<file path="src/rtl/scaler_vout.sv">
// Scaler-to-video output stage: pixel FIFO tagged with line/frame ends, drained by a
// sync generator that emits registered de_o / hs_o / vs_o, never two at once.
module scaler_vout #(
    parameter int DATA_WIDTH = 8,
    parameter int FIFO_DEPTH = 16,
    parameter int HS_W       = 4,
    parameter int VS_W       = 4
) (
    input  logic                  clk,
    input  logic                  rst_n,
    input  logic [DATA_WIDTH-1:0] di_i,
    input  logic                  dv_i,
    input  logic                  eol_i,
    input  logic                  eof_i,
    output logic                  rdy_o,
    output logic [DATA_WIDTH-1:0] do_o,
    output logic                  de_o,
    output logic                  hs_o,
    output logic                  vs_o
);

    localparam int AW   = $clog2(FIFO_DEPTH);
    localparam int CW   = AW + 1;
    localparam int PMAX = (HS_W > VS_W) ? HS_W : VS_W;
    localparam int PW   = $clog2(PMAX) + 1;
    localparam int EW   = DATA_WIDTH + 2;

    localparam logic [CW-1:0] DEPTH_C = CW'(FIFO_DEPTH);
    localparam logic [CW-1:0] ONE_C   = CW'(1);
    localparam logic [PW-1:0] HS_RLD  = PW'(HS_W - 1);
    localparam logic [PW-1:0] VS_RLD  = PW'(VS_W - 1);
    localparam logic [PW-1:0] PONE_C  = PW'(1);

    typedef enum logic [1:0] {INIT_VS, ACTIVE, HS, VS} state_t;

    logic [EW-1:0]         mem_q [FIFO_DEPTH];
    logic [AW-1:0]         wr_ptr_q;
    logic [AW-1:0]         rd_ptr_q;
    logic [CW-1:0]         count_q;
    logic [CW-1:0]         count_d;
    logic                  fresh_q;
    logic                  rdy_q;
    state_t                state_q;
    logic [PW-1:0]         pcnt_q;
    logic                  eof_last_q;
    logic [DATA_WIDTH-1:0] do_q;
    logic                  de_q;
    logic                  hs_q;
    logic                  vs_q;
    logic                  push_s;
    logic                  pop_s;
    logic [EW-1:0]         rd_word_s;

    // The word written on the previous edge is not yet readable, giving a two-edge fall-through.
    assign push_s    = dv_i & rdy_q;
    assign pop_s     = (state_q == ACTIVE) && (count_q > {{(CW-1){1'b0}}, fresh_q});
    assign rd_word_s = mem_q[rd_ptr_q];

    // Occupancy next-state from push/pop.
    always_comb begin
        count_d = count_q;
        case ({push_s, pop_s})
            2'b10:   count_d = count_q + ONE_C;
            2'b01:   count_d = count_q - ONE_C;
            default: count_d = count_q;
        endcase
    end

    // FIFO storage; an end of frame also closes the line.
    always_ff @(posedge clk) begin
        if (push_s) begin
            mem_q[wr_ptr_q] <= {eof_i, eol_i | eof_i, di_i};
        end
    end

    // FIFO pointers, occupancy and registered ready.
    always_ff @(posedge clk or negedge rst_n) begin
        if (!rst_n) begin
            wr_ptr_q <= {AW{1'b0}};
            rd_ptr_q <= {AW{1'b0}};
            count_q  <= {CW{1'b0}};
            fresh_q  <= 1'b0;
            rdy_q    <= 1'b0;
        end else begin
            if (push_s) begin
                wr_ptr_q <= wr_ptr_q + {{(AW-1){1'b0}}, 1'b1};
            end
            if (pop_s) begin
                rd_ptr_q <= rd_ptr_q + {{(AW-1){1'b0}}, 1'b1};
            end
            count_q <= count_d;
            fresh_q <= push_s;
            rdy_q   <= (count_d < DEPTH_C);
        end
    end

    // Sync generator FSM with registered video outputs.
    always_ff @(posedge clk or negedge rst_n) begin
        if (!rst_n) begin
            state_q    <= INIT_VS;
            pcnt_q     <= VS_RLD;
            eof_last_q <= 1'b0;
            do_q       <= {DATA_WIDTH{1'b0}};
            de_q       <= 1'b0;
            hs_q       <= 1'b0;
            vs_q       <= 1'b0;
        end else begin
            case (state_q)
                INIT_VS, VS: begin
                    de_q <= 1'b0;
                    hs_q <= 1'b0;
                    vs_q <= 1'b1;
                    if (pcnt_q == {PW{1'b0}}) begin
                        state_q <= ACTIVE;
                    end else begin
                        pcnt_q <= pcnt_q - PONE_C;
                    end
                end
                ACTIVE: begin
                    de_q <= pop_s;
                    hs_q <= 1'b0;
                    vs_q <= 1'b0;
                    if (pop_s) begin
                        do_q       <= rd_word_s[DATA_WIDTH-1:0];
                        eof_last_q <= rd_word_s[EW-1];
                        if (rd_word_s[EW-2]) begin
                            state_q <= HS;
                            pcnt_q  <= HS_RLD;
                        end
                    end
                end
                HS: begin
                    de_q <= 1'b0;
                    hs_q <= 1'b1;
                    vs_q <= 1'b0;
                    if (pcnt_q == {PW{1'b0}}) begin
                        if (eof_last_q) begin
                            state_q <= VS;
                            pcnt_q  <= VS_RLD;
                        end else begin
                            state_q <= ACTIVE;
                        end
                    end else begin
                        pcnt_q <= pcnt_q - PONE_C;
                    end
                end
                default: begin
                    state_q <= INIT_VS;
                    pcnt_q  <= VS_RLD;
                    de_q    <= 1'b0;
                    hs_q    <= 1'b0;
                    vs_q    <= 1'b0;
                end
            endcase
        end
    end

    assign rdy_o = rdy_q;
    assign do_o  = do_q;
    assign de_o  = de_q;
    assign hs_o  = hs_q;
    assign vs_o  = vs_q;

endmodule

</file>
<file path="config.mk">
export PLATFORM = sky130hd
export DESIGN_NAME = scaler_vout
export DESIGN_NICKNAME = d
export VERILOG_FILES = /design/src/rtl/scaler_vout.sv
export SDC_FILE = /design/constraint.sdc
export NUM_CORES = 1
export LEC_CHECK = 0
export BUFFER_PORTS_ARGS = -buffer_cell sky130_fd_sc_hd__buf_2
export CORE_UTILIZATION = 30
export CTS_BUF_LIST = sky130_fd_sc_hd__clkbuf_4 sky130_fd_sc_hd__clkbuf_8
export CTS_CLUSTER_DIAMETER = 60
export CTS_CLUSTER_SIZE = 20
export DETAILED_ROUTE_END_ITERATION = 10
export GPL_ROUTABILITY_DRIVEN = 0
export PLACE_DENSITY = 0.52
export SLEW_MARGIN = 20
export SYNTH_ARGS = -nofsm -noshare
export SYNTH_HDL_FRONTEND = slang
export SYNTH_SLANG_ARGS = --single-unit
</file>
<file path="constraint.sdc">
create_clock -name clk -period 7.65 [get_ports clk]
set_clock_uncertainty 0.05 [all_clocks]
set_input_delay 0.765 -clock clk [delete_from_list [all_inputs] [get_ports clk]]
set_output_delay 0.765 -clock clk [all_outputs]
set_load 0.01 [all_outputs]
</file>
==> metrics.txt <==
worst slew pin tran 1.05 ns; NumNets Final 480; WP data required 7.98 ns; DIE AREA approximately 27000 um2; crit path kind register to register; WP data arrival 4.02 ns; vias in the first global route 3813; cells after synthesis 408; residual DRC count 0; CTS tree built; final instance area 8820 um2; DR iter-0 viols 227; row count slightly below 60; Synth cell types 42; Via Count about 3700; htree depth 4; first-pass GRT wire length roughly 25000 um; Final Hold Vio Count 0; status finished clean; clock buffer depth 2; WHS roughly 0.32 ns; Avg Inst Size Synth approximately 19 um2; Slew Limit Headroom 0.301; I/O Buffers 24; RSZ-0062 raised after global routing no; Core ar. about 25000 um2; Pwr Total between 3 and 4 mW; Filler cells 2384; maximum VDD drop 0.164 mV; Routed WL between 15000 and 20000 um; clk sinks 192; setup violators final 0; Root Buffer clkbuf_8; Worst R2R Setup Slack 3.96 ns; post-layout min period approximately 3.7 ns; Reg clk slew, reported paths approximately 0.11 ns; Synth Register Bits 192; area delta synth->final 12.6%; ANT nets after route 0; Initial Util 0.308; Worst-Skew Late Latency 0.46 ns; DR WL/cell 20.8 um; maximum clock frequency 271 MHz; Netlist Area Pre-Place 7830 um2; largest net degree at the start of global routing 48; Place WS 3.95 ns; ant diodes 0; Cell Area, Placed 8400 um2; max-cap viol count 0; global route overflow 0; Post-DP HPWL roughly 10000 um; power per cell area about 360 nW/um2; sequential area share after synthesis 0.716; post-DR vias/cell about 4.7; Post-CTS Setup Bufs 0; fin crit share 0.482; Worst setup SP type register; Slew Viols, Final 0; main flop type after synthesis edfxtp_1; initial antenna violation count 0; asr flop ratio synth 0.167; Hold Buf Count CTS 0; GRT Overall Usage 0.132; EDFF count, synth 160; Die H around 160 um; DRT Pass-1 Iters 4; critical path fanouts, max 15; setup TNS 0 ns; LEAKAGE a little over 3 nW; Yosys warning count 0; IO Pins 25; die width 164 um; Setup crit end kind register; Final WS setup 3.96 ns; share of cells above drive strength 1 0.248; type of the tightest min-delay check input port to asynchronous set/reset pin; syn_nets 437; post-CTS resize count 0; CTS buffer count 17
worst paths after layout:
| check | startpoint | endpoint | cells after the start |
|---|---|---|---|
| min in group clk | count_q[0] | count_q[0] | 1 |
| max in group asynchronous | rst_n | rd_ptr_q[0] | 1 |
| worst min register to register | count_q[0] | count_q[0] | 1 |
| worst max-delay path | count_q[0] | register | 13 |
| worst max register to register | count_q[0] | register | 13 |
| worst min-delay path | rst_n | vs_o | 1 |
critical path: stages, from the launching register on:
cell      delay [ns]
dfrtp_1         0.39
inv_1           0.09
ha_1            0.29
o21a_1          0.25
nand2b_1        0.34
inv_1           0.47
ha_1            0.33
inv_1           0.11
fa_1            0.42
nor2b_1         0.13
o21ai_0         0.10
and3_1          0.19
nor3_1          0.28
xor2_1          0.17
metal layers:
layer,track usage,share of wire,up-vias
met3,0.0277,0.039,8
met2,0.229,0.52,69
met5,0,0,-
met1,0.168,0.43,1957
li1,-,-,1684
met4,0.0358,0.0079,0
synthesized netlist by cell type (6+ instances only):
cell,instances,area share
nor2_1,15,0.0072
nand2_1,41,0.020
a21oi_1,6,0.0038
clkbuf_1,7,0.0034
ha_1,15,0.024
dfrtp_1,30,0.096
edfxtp_1,160,0.61
xnor2_1,8,0.0089
buf_2,6,0.0038
o21ai_0,9,0.0058
mux4_1,20,0.067
mux4_2,27,0.078
mux2i_1,6,0.0077
inv_1,13,0.0062
cell type report:
cell class              count  area [um2]  area share
flip-flops and latches    192        5610       0.636
inverters                  14        52.6     0.00596
repair buffers             42         255      0.0289
well taps                 330         413      0.0468
clock inverters            15         185      0.0210
clock buffers              17         234      0.0265
multi-input cells         184        2070       0.235
power breakdown:
group / leakage [nW] / switching (mW) / total, mW / internal (mW)
Sequential: 1.82 / 0.123 / 1.41 / 1.28
Combinational: 1.05 / 0.566 / 1.06 / 0.499
Clock: 0.206 / 0.400 / 0.682 / 0.282
sequential cells by signal (all words and copies together) (netlist names), named ones only:
name / flops
de_o: 1
state_q: 2
do_o: 8
pcnt_q: 3
rd_ptr_q: 4
wr_ptr_q: 4
eof_last_q: 1
vs_o: 1
mem_q: 160
count_q: 4
hs_o: 1
rdy_o: 1
fresh_q: 1
cell usage in the layout (no fill, tap or decap), types with 2 or more instances in the layout:
cell type,count
dfstp_2,2
nand4_1,2
a21oi_1,6
xnor2_1,8
clkbuf_8,17
inv_1,13
o21ai_0,9
nor3_2,4
buf_4,18
ha_1,15
clkinvlp_4,2
edfxtp_1,160
mux2i_1,6
inv_6,3
mux4_2,27
mux4_1,20
inv_8,5
nand2b_1,4
nand2_1,41
clkinv_8,2
xor2_1,3
buf_2,24
nor2b_1,4
dfrtp_1,29
nor2_1,15
stage by stage:
step,utilization,std cells
3_3_place_gp,0.331,762
4_1_cts,0.347,794
6_report,0.347,794
5_1_grt,0.347,794
2_1_floorplan,-,408
3_5_place_dp,0.331,762
cells by family (layout without fill, tap and decap cells):
| kind of cell | after synthesis | in the layout | share of synthesized area |
|---|---|---|---|
| multiplexers | 55 | 55 | 0.156 |
| AND/OR/NAND/NOR | 76 | 76 | 0.0422 |
| flip-flops | 192 | 192 | 0.716 |
| adder cells (fa/ha/maj) | 16 | 16 | 0.0265 |
| XOR/XNOR | 11 | 11 | 0.0123 |
| AO/OA/AOI/OAI | 26 | 26 | 0.0248 |
| buffers and inverters | 32 | 88 | 0.0225 |
Power figures use the tool's default switching activity.
